`src/rtl/lvds_tx_pkg.sv`:
```
// Shared constants, slot-length helper and load-source encoding for the LVDS transmit serializer.
package lvds_tx_pkg;

    localparam logic [7:0] DEF_IDLE_WORD  = 8'hC5;
    localparam logic [7:0] DEF_TRAIN_WORD = 8'h6A;

    typedef enum logic [1:0] {
        SRC_IDLE  = 2'd0,
        SRC_DATA  = 2'd1,
        SRC_TRAIN = 2'd2
    } load_src_e;

    function automatic int S(input int data_w, input int lanes);
        return data_w / lanes;
    endfunction

endpackage

```
`src/rtl/lvds_lane_shifter.sv`:
```
// One serial lane: S-bit parallel-load shift register, MSB leaves first.
module lvds_lane_shifter #(
    parameter int               S_LEN   = 4,
    parameter logic [S_LEN-1:0] RST_VAL = {S_LEN{1'b0}}
) (
    input  logic             clk,
    input  logic             rst_n,
    input  logic             load,
    input  logic [S_LEN-1:0] load_val,
    output logic             ser_bit
);

    logic [S_LEN-1:0] shift_r;

    // Load a new lane slice at the slot boundary, otherwise shift left.
    always_ff @(posedge clk or negedge rst_n) begin
        if (!rst_n) begin
            shift_r <= RST_VAL;
        end else if (load) begin
            shift_r <= load_val;
        end else begin
            shift_r <= {shift_r[S_LEN-2:0], 1'b0};
        end
    end

    assign ser_bit = shift_r[S_LEN-1];

endmodule

```
`src/rtl/lvds_serializer_tx.sv`:
```
// Soft LVDS transmit serializer: double-buffered word intake, LANES-wide MSB-first shift-out, framing clock.
// Optional link training is built when LVDS_TX_TRAIN_EN is defined.
module lvds_serializer_tx
    import lvds_tx_pkg::*;
#(
    parameter int                DATA_W     = 8,
    parameter int                LANES      = 2,
    parameter logic [DATA_W-1:0] IDLE_WORD  = DATA_W'(DEF_IDLE_WORD),
    parameter logic [DATA_W-1:0] TRAIN_WORD = DATA_W'(DEF_TRAIN_WORD),
    parameter int                TRAIN_LEN  = 16
) (
    input  logic              input_clk,
    input  logic              arst,
    input  logic [DATA_W-1:0] input_data,
    input  logic              in_valid,
`ifdef LVDS_TX_TRAIN_EN
    input  logic              train_req,
    output logic              train_busy,
`endif
    output logic              in_ready,
    output logic [LANES-1:0]  output_data,
    output logic              data_clk
);

    localparam int            SL       = S(DATA_W, LANES);
    localparam int            CW       = (SL > 1) ? $clog2(SL) : 1;
    localparam logic [CW-1:0] CNT_LAST = CW'(SL - 1);
    localparam logic [CW-1:0] CNT_HALF = CW'(SL / 2);

    generate
        if (((DATA_W % LANES) != 0) || ((SL % 2) != 0) || (SL < 2)) begin : g_bad_slot
            $error("lvds_serializer_tx: DATA_W/LANES must give an even slot length of at least 2");
        end
        if ((TRAIN_LEN < 1) || (TRAIN_LEN > 65535)) begin : g_bad_train_len
            $error("lvds_serializer_tx: TRAIN_LEN must be within 1..65535");
        end
    endgenerate

    logic [CW-1:0]     cnt_r;
    logic [CW-1:0]     cnt_next_s;
    logic              boundary_s;
    logic              accept_s;
    logic              data_clk_r;
    logic [DATA_W-1:0] hold_r;
    logic              hold_full_r;
    logic              train_active_s;
    load_src_e         src_s;
    logic [DATA_W-1:0] load_word_s;

    assign boundary_s = (cnt_r == CNT_LAST);
    assign accept_s   = in_valid && !hold_full_r;
    assign in_ready   = !hold_full_r;
    assign data_clk   = data_clk_r;

    // Next bit position within the slot.
    always_comb begin
        if (boundary_s) begin
            cnt_next_s = {CW{1'b0}};
        end else begin
            cnt_next_s = cnt_r + CW'(1);
        end
    end

    // Bit counter and framing clock; data_clk follows the counter it will sit beside.
    always_ff @(posedge input_clk or negedge arst) begin
        if (!arst) begin
            cnt_r      <= {CW{1'b0}};
            data_clk_r <= 1'b1;
        end else begin
            cnt_r      <= cnt_next_s;
            data_clk_r <= (cnt_next_s < CNT_HALF);
        end
    end

`ifdef LVDS_TX_TRAIN_EN
    logic        train_busy_r;
    logic [15:0] train_left_r;

    assign train_active_s = train_busy_r && (train_left_r != 16'd0);
    assign train_busy     = train_busy_r;

    // Training request latch and remaining-slot counter; busy drops when the first normal word loads.
    always_ff @(posedge input_clk or negedge arst) begin
        if (!arst) begin
            train_busy_r <= 1'b0;
            train_left_r <= 16'd0;
        end else if (!train_busy_r) begin
            if (train_req) begin
                train_busy_r <= 1'b1;
                train_left_r <= 16'(TRAIN_LEN);
            end
        end else if (boundary_s) begin
            if (train_left_r != 16'd0) begin
                train_left_r <= train_left_r - 16'd1;
            end else begin
                train_busy_r <= 1'b0;
            end
        end
    end
`else
    assign train_active_s = 1'b0;
`endif

    // Source priority for the next slot: training, then held data, then idle.
    always_comb begin
        if (train_active_s) begin
            src_s = SRC_TRAIN;
        end else if (hold_full_r) begin
            src_s = SRC_DATA;
        end else begin
            src_s = SRC_IDLE;
        end
    end

    // Word presented to the lane shifters at the slot boundary.
    always_comb begin
        case (src_s)
            SRC_TRAIN: load_word_s = TRAIN_WORD;
            SRC_DATA:  load_word_s = hold_r;
            SRC_IDLE:  load_word_s = IDLE_WORD;
            default:   load_word_s = IDLE_WORD;
        endcase
    end

    // Holding register: filled by an accept, drained only when its word is loaded.
    always_ff @(posedge input_clk or negedge arst) begin
        if (!arst) begin
            hold_r      <= {DATA_W{1'b0}};
            hold_full_r <= 1'b0;
        end else if (accept_s) begin
            hold_r      <= input_data;
            hold_full_r <= 1'b1;
        end else if (boundary_s && (src_s == SRC_DATA)) begin
            hold_full_r <= 1'b0;
        end
    end

    for (genvar l = 0; l < LANES; l++) begin : g_lane
        lvds_lane_shifter #(
            .S_LEN   (SL),
            .RST_VAL (IDLE_WORD[l*SL +: SL])
        ) u_shifter (
            .clk      (input_clk),
            .rst_n    (arst),
            .load     (boundary_s),
            .load_val (load_word_s[l*SL +: SL]),
            .ser_bit  (output_data[l])
        );
    end

endmodule

```
`config.mk`:
```
export PLATFORM = sky130hd
export DESIGN_NAME = lvds_serializer_tx
export DESIGN_NICKNAME = d
export VERILOG_FILES = /design/src/rtl/lvds_tx_pkg.sv /design/src/rtl/lvds_lane_shifter.sv /design/src/rtl/lvds_serializer_tx.sv
export SDC_FILE = /design/constraint.sdc
export NUM_CORES = 1
export LEC_CHECK = 0
export ABC_AREA = 1
export CAP_MARGIN = 30
export CORE_ASPECT_RATIO = 1.2
export CORE_MARGIN = 2
export CORE_UTILIZATION = 25
export CTS_BUF_LIST = sky130_fd_sc_hd__clkbuf_8
export DETAILED_ROUTE_END_ITERATION = 8
export PLACE_DENSITY = 0.46
export SKIP_LAST_GASP = 1
export SYNTH_ARGS = -nofsm -noshare
export SYNTH_HDL_FRONTEND = slang
export SYNTH_SLANG_ARGS = --single-unit
```
`constraint.sdc`:
```
create_clock -name input_clk -period 2.9 [get_ports input_clk]
set_clock_uncertainty 0.2 [all_clocks]
set_input_delay 0.58 -clock input_clk [delete_from_list [all_inputs] [get_ports input_clk]]
set_output_delay 0.58 -clock input_clk [all_outputs]
set_load 0.02 [all_outputs]
```
==> results.sh <==
export IMPL_run_status="completed"
export IMPL_ctsHtreeMaxLevel=1
export IMPL_final_util_pct=31.9
export IMPL_relSlewSlack_pct=67.9
export IMPL_vias_per_cell=4.03
export IMPL_port_buffers=14
export IMPL_fp_coreArea_um2=3370
export IMPL_die_y_um=69.4
export IMPL_grt_setup_unrepaired="no"
export IMPL_worst_path_max_fanout=12
export IMPL_grt_antenna_before_repair=0
export IMPL_clock_tree_buffer_depth=2
export IMPL_postSynthAreaPerCell_um2=10.2
export IMPL_gpl_final_weighted_congestion=0.645
export IMPL_clkSlewWorstSetupHoldPaths_ns=0.07
export IMPL_hold_class="reg2reg"
export IMPL_grt_pass1_wl_um=2590
export IMPL_finalSetupViolCount=0
export IMPL_synth_seq_cells=20
export IMPL_die_area_um2=4060
export IMPL_fin_area_um2=1070
export IMPL_net_count_after_synthesis=100
export IMPL_synthesis_instances=87
export IMPL_cp_data_required_time_ns=2.12
export IMPL_stdcell_count=137
export IMPL_timing_max_cap_violations=0
export IMPL_num_rows=23
export IMPL_worst_setup_ep_type="output port"
export IMPL_setup_tns_ns=0
export IMPL_synth_area_top_cells="sky130_fd_sc_hd__dfrtp_1, sky130_fd_sc_hd__dfstp_2, sky130_fd_sc_hd__nand2_1"
export IMPL_critPathSlowestCell="sky130_fd_sc_hd__clkdlybuf4s50_1"
export IMPL_final_seq_area_um2=507
export IMPL_routed_wire_length_per_instance_um=10.6
export IMPL_die_width_um=58.5
export IMPL_ctsResizeCount=0
export IMPL_drt_iter0_markers=6
export IMPL_synth_warning_count=0
export IMPL_design_final_nets=114
export IMPL_cts_setup_buffers=0
export IMPL_cts_hold_fix_buffers=0
export IMPL_fmax_mhz=428
export IMPL_nFillCells=362
export IMPL_drt_pass1_iter_count=4
export IMPL_layout_stage_area_growth_over_the_synthesis_result_pct=20.6
export IMPL_layout_drive_gt1_share_pct=22.0
export IMPL_power_per_cell_area_nw_per_um2=618
export IMPL_io_pin_count=15
export IMPL_multi_input_comb_area_um2=288
export IMPL_via_count_of_the_first_global_routing_pass=567
export IMPL_tritoncts="built"
export IMPL_routed_wirelength_um=1460
export IMPL_worst_pin_slew_ns=0.481
export IMPL_synth_yosys_seq_area_share_pct=56.9
export IMPL_postRouteAntennaNets=0
export IMPL_gr_total_overflow=0
export IMPL_yosys_cell_types_count=18
export IMPL_dpl_cell_area_um2=1020
export IMPL_worst_endpoint_arrival_ns=1.55
export IMPL_worst_ir_drop_vdd_mv=0.313
export IMPL_cts_buffer_count=3
export IMPL_drc_errors=0
export IMPL_dominant_cell_type_by_area_after_synthesis="sky130_fd_sc_hd__dfrtp_1"
export IMPL_timing_worst_setup_path_type="reg2out"
export IMPL_path_delay_family="buffers and inverters"
export IMPL_period_share_pct=80.5
export IMPL_hold_violations=0
export IMPL_total_standard_cell_area_after_synthesis_um2=891
export IMPL_critPathMaxStageDelay_ns=0.62
export IMPL_setup_worst_path_start_class="flip-flop"
export IMPL_worst_skew_pair_late_latency_ns=0.26
export IMPL_netlist_area_leader_share_pct=42.1
export IMPL_cts_sinks=20
export IMPL_initial_core_util_pct=26.5
export IMPL_fin_crit_ns=2.33
export IMPL_groute_usage_overall_pct=8.39
export IMPL_slew_violations=0
export IMPL_clockRootBuffer="sky130_fd_sc_hd__clkbuf_8"
export IMPL_critical_path_n_buffers_inverters=2
export IMPL_leakage_nw=0.513
export IMPL_dp_final_hpwl_um=1020
export IMPL_path_cells="inv_6, clkdlybuf4s50_1"
export IMPL_dr_total_vias=552
export IMPL_diodes=0
export IMPL_grt_max_degree=21
export IMPL_place_inst=133
## power breakdown
part / switching, W / internal (W) / total, W
clock: 0.0000918 / 0.000121 / 0.000213
sequential: 0.0000219 / 0.000324 / 0.000346
combinational: 0.0000574 / 0.0000489 / 0.000106
total: 0.000171 / 0.000493 / 0.000664
## metrics by stage
step | power (W) | worst slack, ns | hold slack, ns
final | 0.000664 | 0.565 | 0.253
after detailed placement | 0.000459 | 0.807 | 0.237
after CTS | 0.000673 | 0.544 | 0.256
after global routing | 0.000700 | 0.494 | 0.275
after global placement | 0.000458 | 0.839 | 0.236
after floorplan | 0.000430 | 1.45 | 0.0844
## synth_stat cells
| cell type | n |
|---|---|
| sky130_fd_sc_hd__nand2_2 | 1 |
| sky130_fd_sc_hd__buf_6 | 1 |
| sky130_fd_sc_hd__nand3_1 | 3 |
| sky130_fd_sc_hd__inv_1 | 6 |
| sky130_fd_sc_hd__nand2_1 | 35 |
| sky130_fd_sc_hd__dfstp_2 | 5 |
| sky130_fd_sc_hd__dfrtp_1 | 15 |
| sky130_fd_sc_hd__clkbuf_8 | 1 |
| sky130_fd_sc_hd__ha_1 | 2 |
| sky130_fd_sc_hd__o21ai_0 | 1 |
| sky130_fd_sc_hd__nand3_2 | 8 |
| sky130_fd_sc_hd__nor2_1 | 2 |
| sky130_fd_sc_hd__nor2_4 | 1 |
| sky130_fd_sc_hd__inv_6 | 1 |
| sky130_fd_sc_hd__nor2_2 | 1 |
| sky130_fd_sc_hd__buf_4 | 2 |
| sky130_fd_sc_hd__buf_12 | 1 |
| sky130_fd_sc_hd__buf_2 | 1 |
## layer usage
layer	GRT usage [%]	share of wire, %
met4	5.43	2.6
met1	10.9	44
met5	0	0
met2	12.4	48
met3	1.68	4.6
## registers in the layout (all words and copies together), names as in the netlist
| register | count |
|---|---|
| hold_r | 8 |
| hold_full_r | 1 |
| g_lane.u_shifter.shift_r | 8 |
| data_clk | 1 |
| cnt_r | 2 |
## final timing paths
check,to,slack [ns],start,cells past startpoint
setup reg to reg,g_lane[0].u_shifter.shift_r[3]$_DFF_PN0_,1.59,cnt_r[0]$_DFF_PN0_,4
setup / recovery,in_ready,0.57,hold_full_r$_DFFE_PN0P_,2
max in group asynchronous,g_lane[0].u_shifter.shift_r[2]$_DFF_PN1_,1.78,arst,2
min in group asynchronous,hold_r[7]$_DFFE_PN0P_,0.45,arst,2
hold reg to reg,g_lane[1].u_shifter.shift_r[1]$_DFF_PN0_,0.25,g_lane[1].u_shifter.shift_r[0]$_DFF_PN0_,2
hold / removal,g_lane[1].u_shifter.shift_r[1]$_DFF_PN0_,0.25,g_lane[1].u_shifter.shift_r[0]$_DFF_PN0_,2
## worst reg2reg max path, delay by kind of cell (launching register included)
family / cells / cell delay [ns]
AND/OR/NAND/NOR: 2 / 0.14
flip-flops: 1 / 0.38
adder cells (fa/ha/maj): 1 / 0.31
buffers and inverters: 1 / 0.17
## layout by cell type, fill, tap and decap left out, drive strengths merged
cell type      count
nand2             36
dfrtp             15
clkdlybuf4s50     14
nand3             11
inv                7
dfstp              5
clkbuf             4
nor2               4
ha                 2
o21ai              1
buf                1
## cells by family (layout without fill, tap and decap cells)
| group | Yosys count | count (layout) | synth area share [%] |
|---|---|---|---|
| simple gates | 51 | 51 | 28.9 |
| buf+inv | 13 | 26 | 10.8 |
| fa+ha+maj | 2 | 2 | 2.81 |
| flops | 20 | 20 | 56.9 |
| compound gates | 1 | 1 | 0.561 |
## area by class of cell
type	instances	share of cell area [%]
clock buffer	4	5.12
inverter	7	2.91
multi-input combinational	54	26.8
sequential	20	47.1
tap	37	4.31
timing repair buffer	15	13.7
Power figures use the tool's default switching activity.
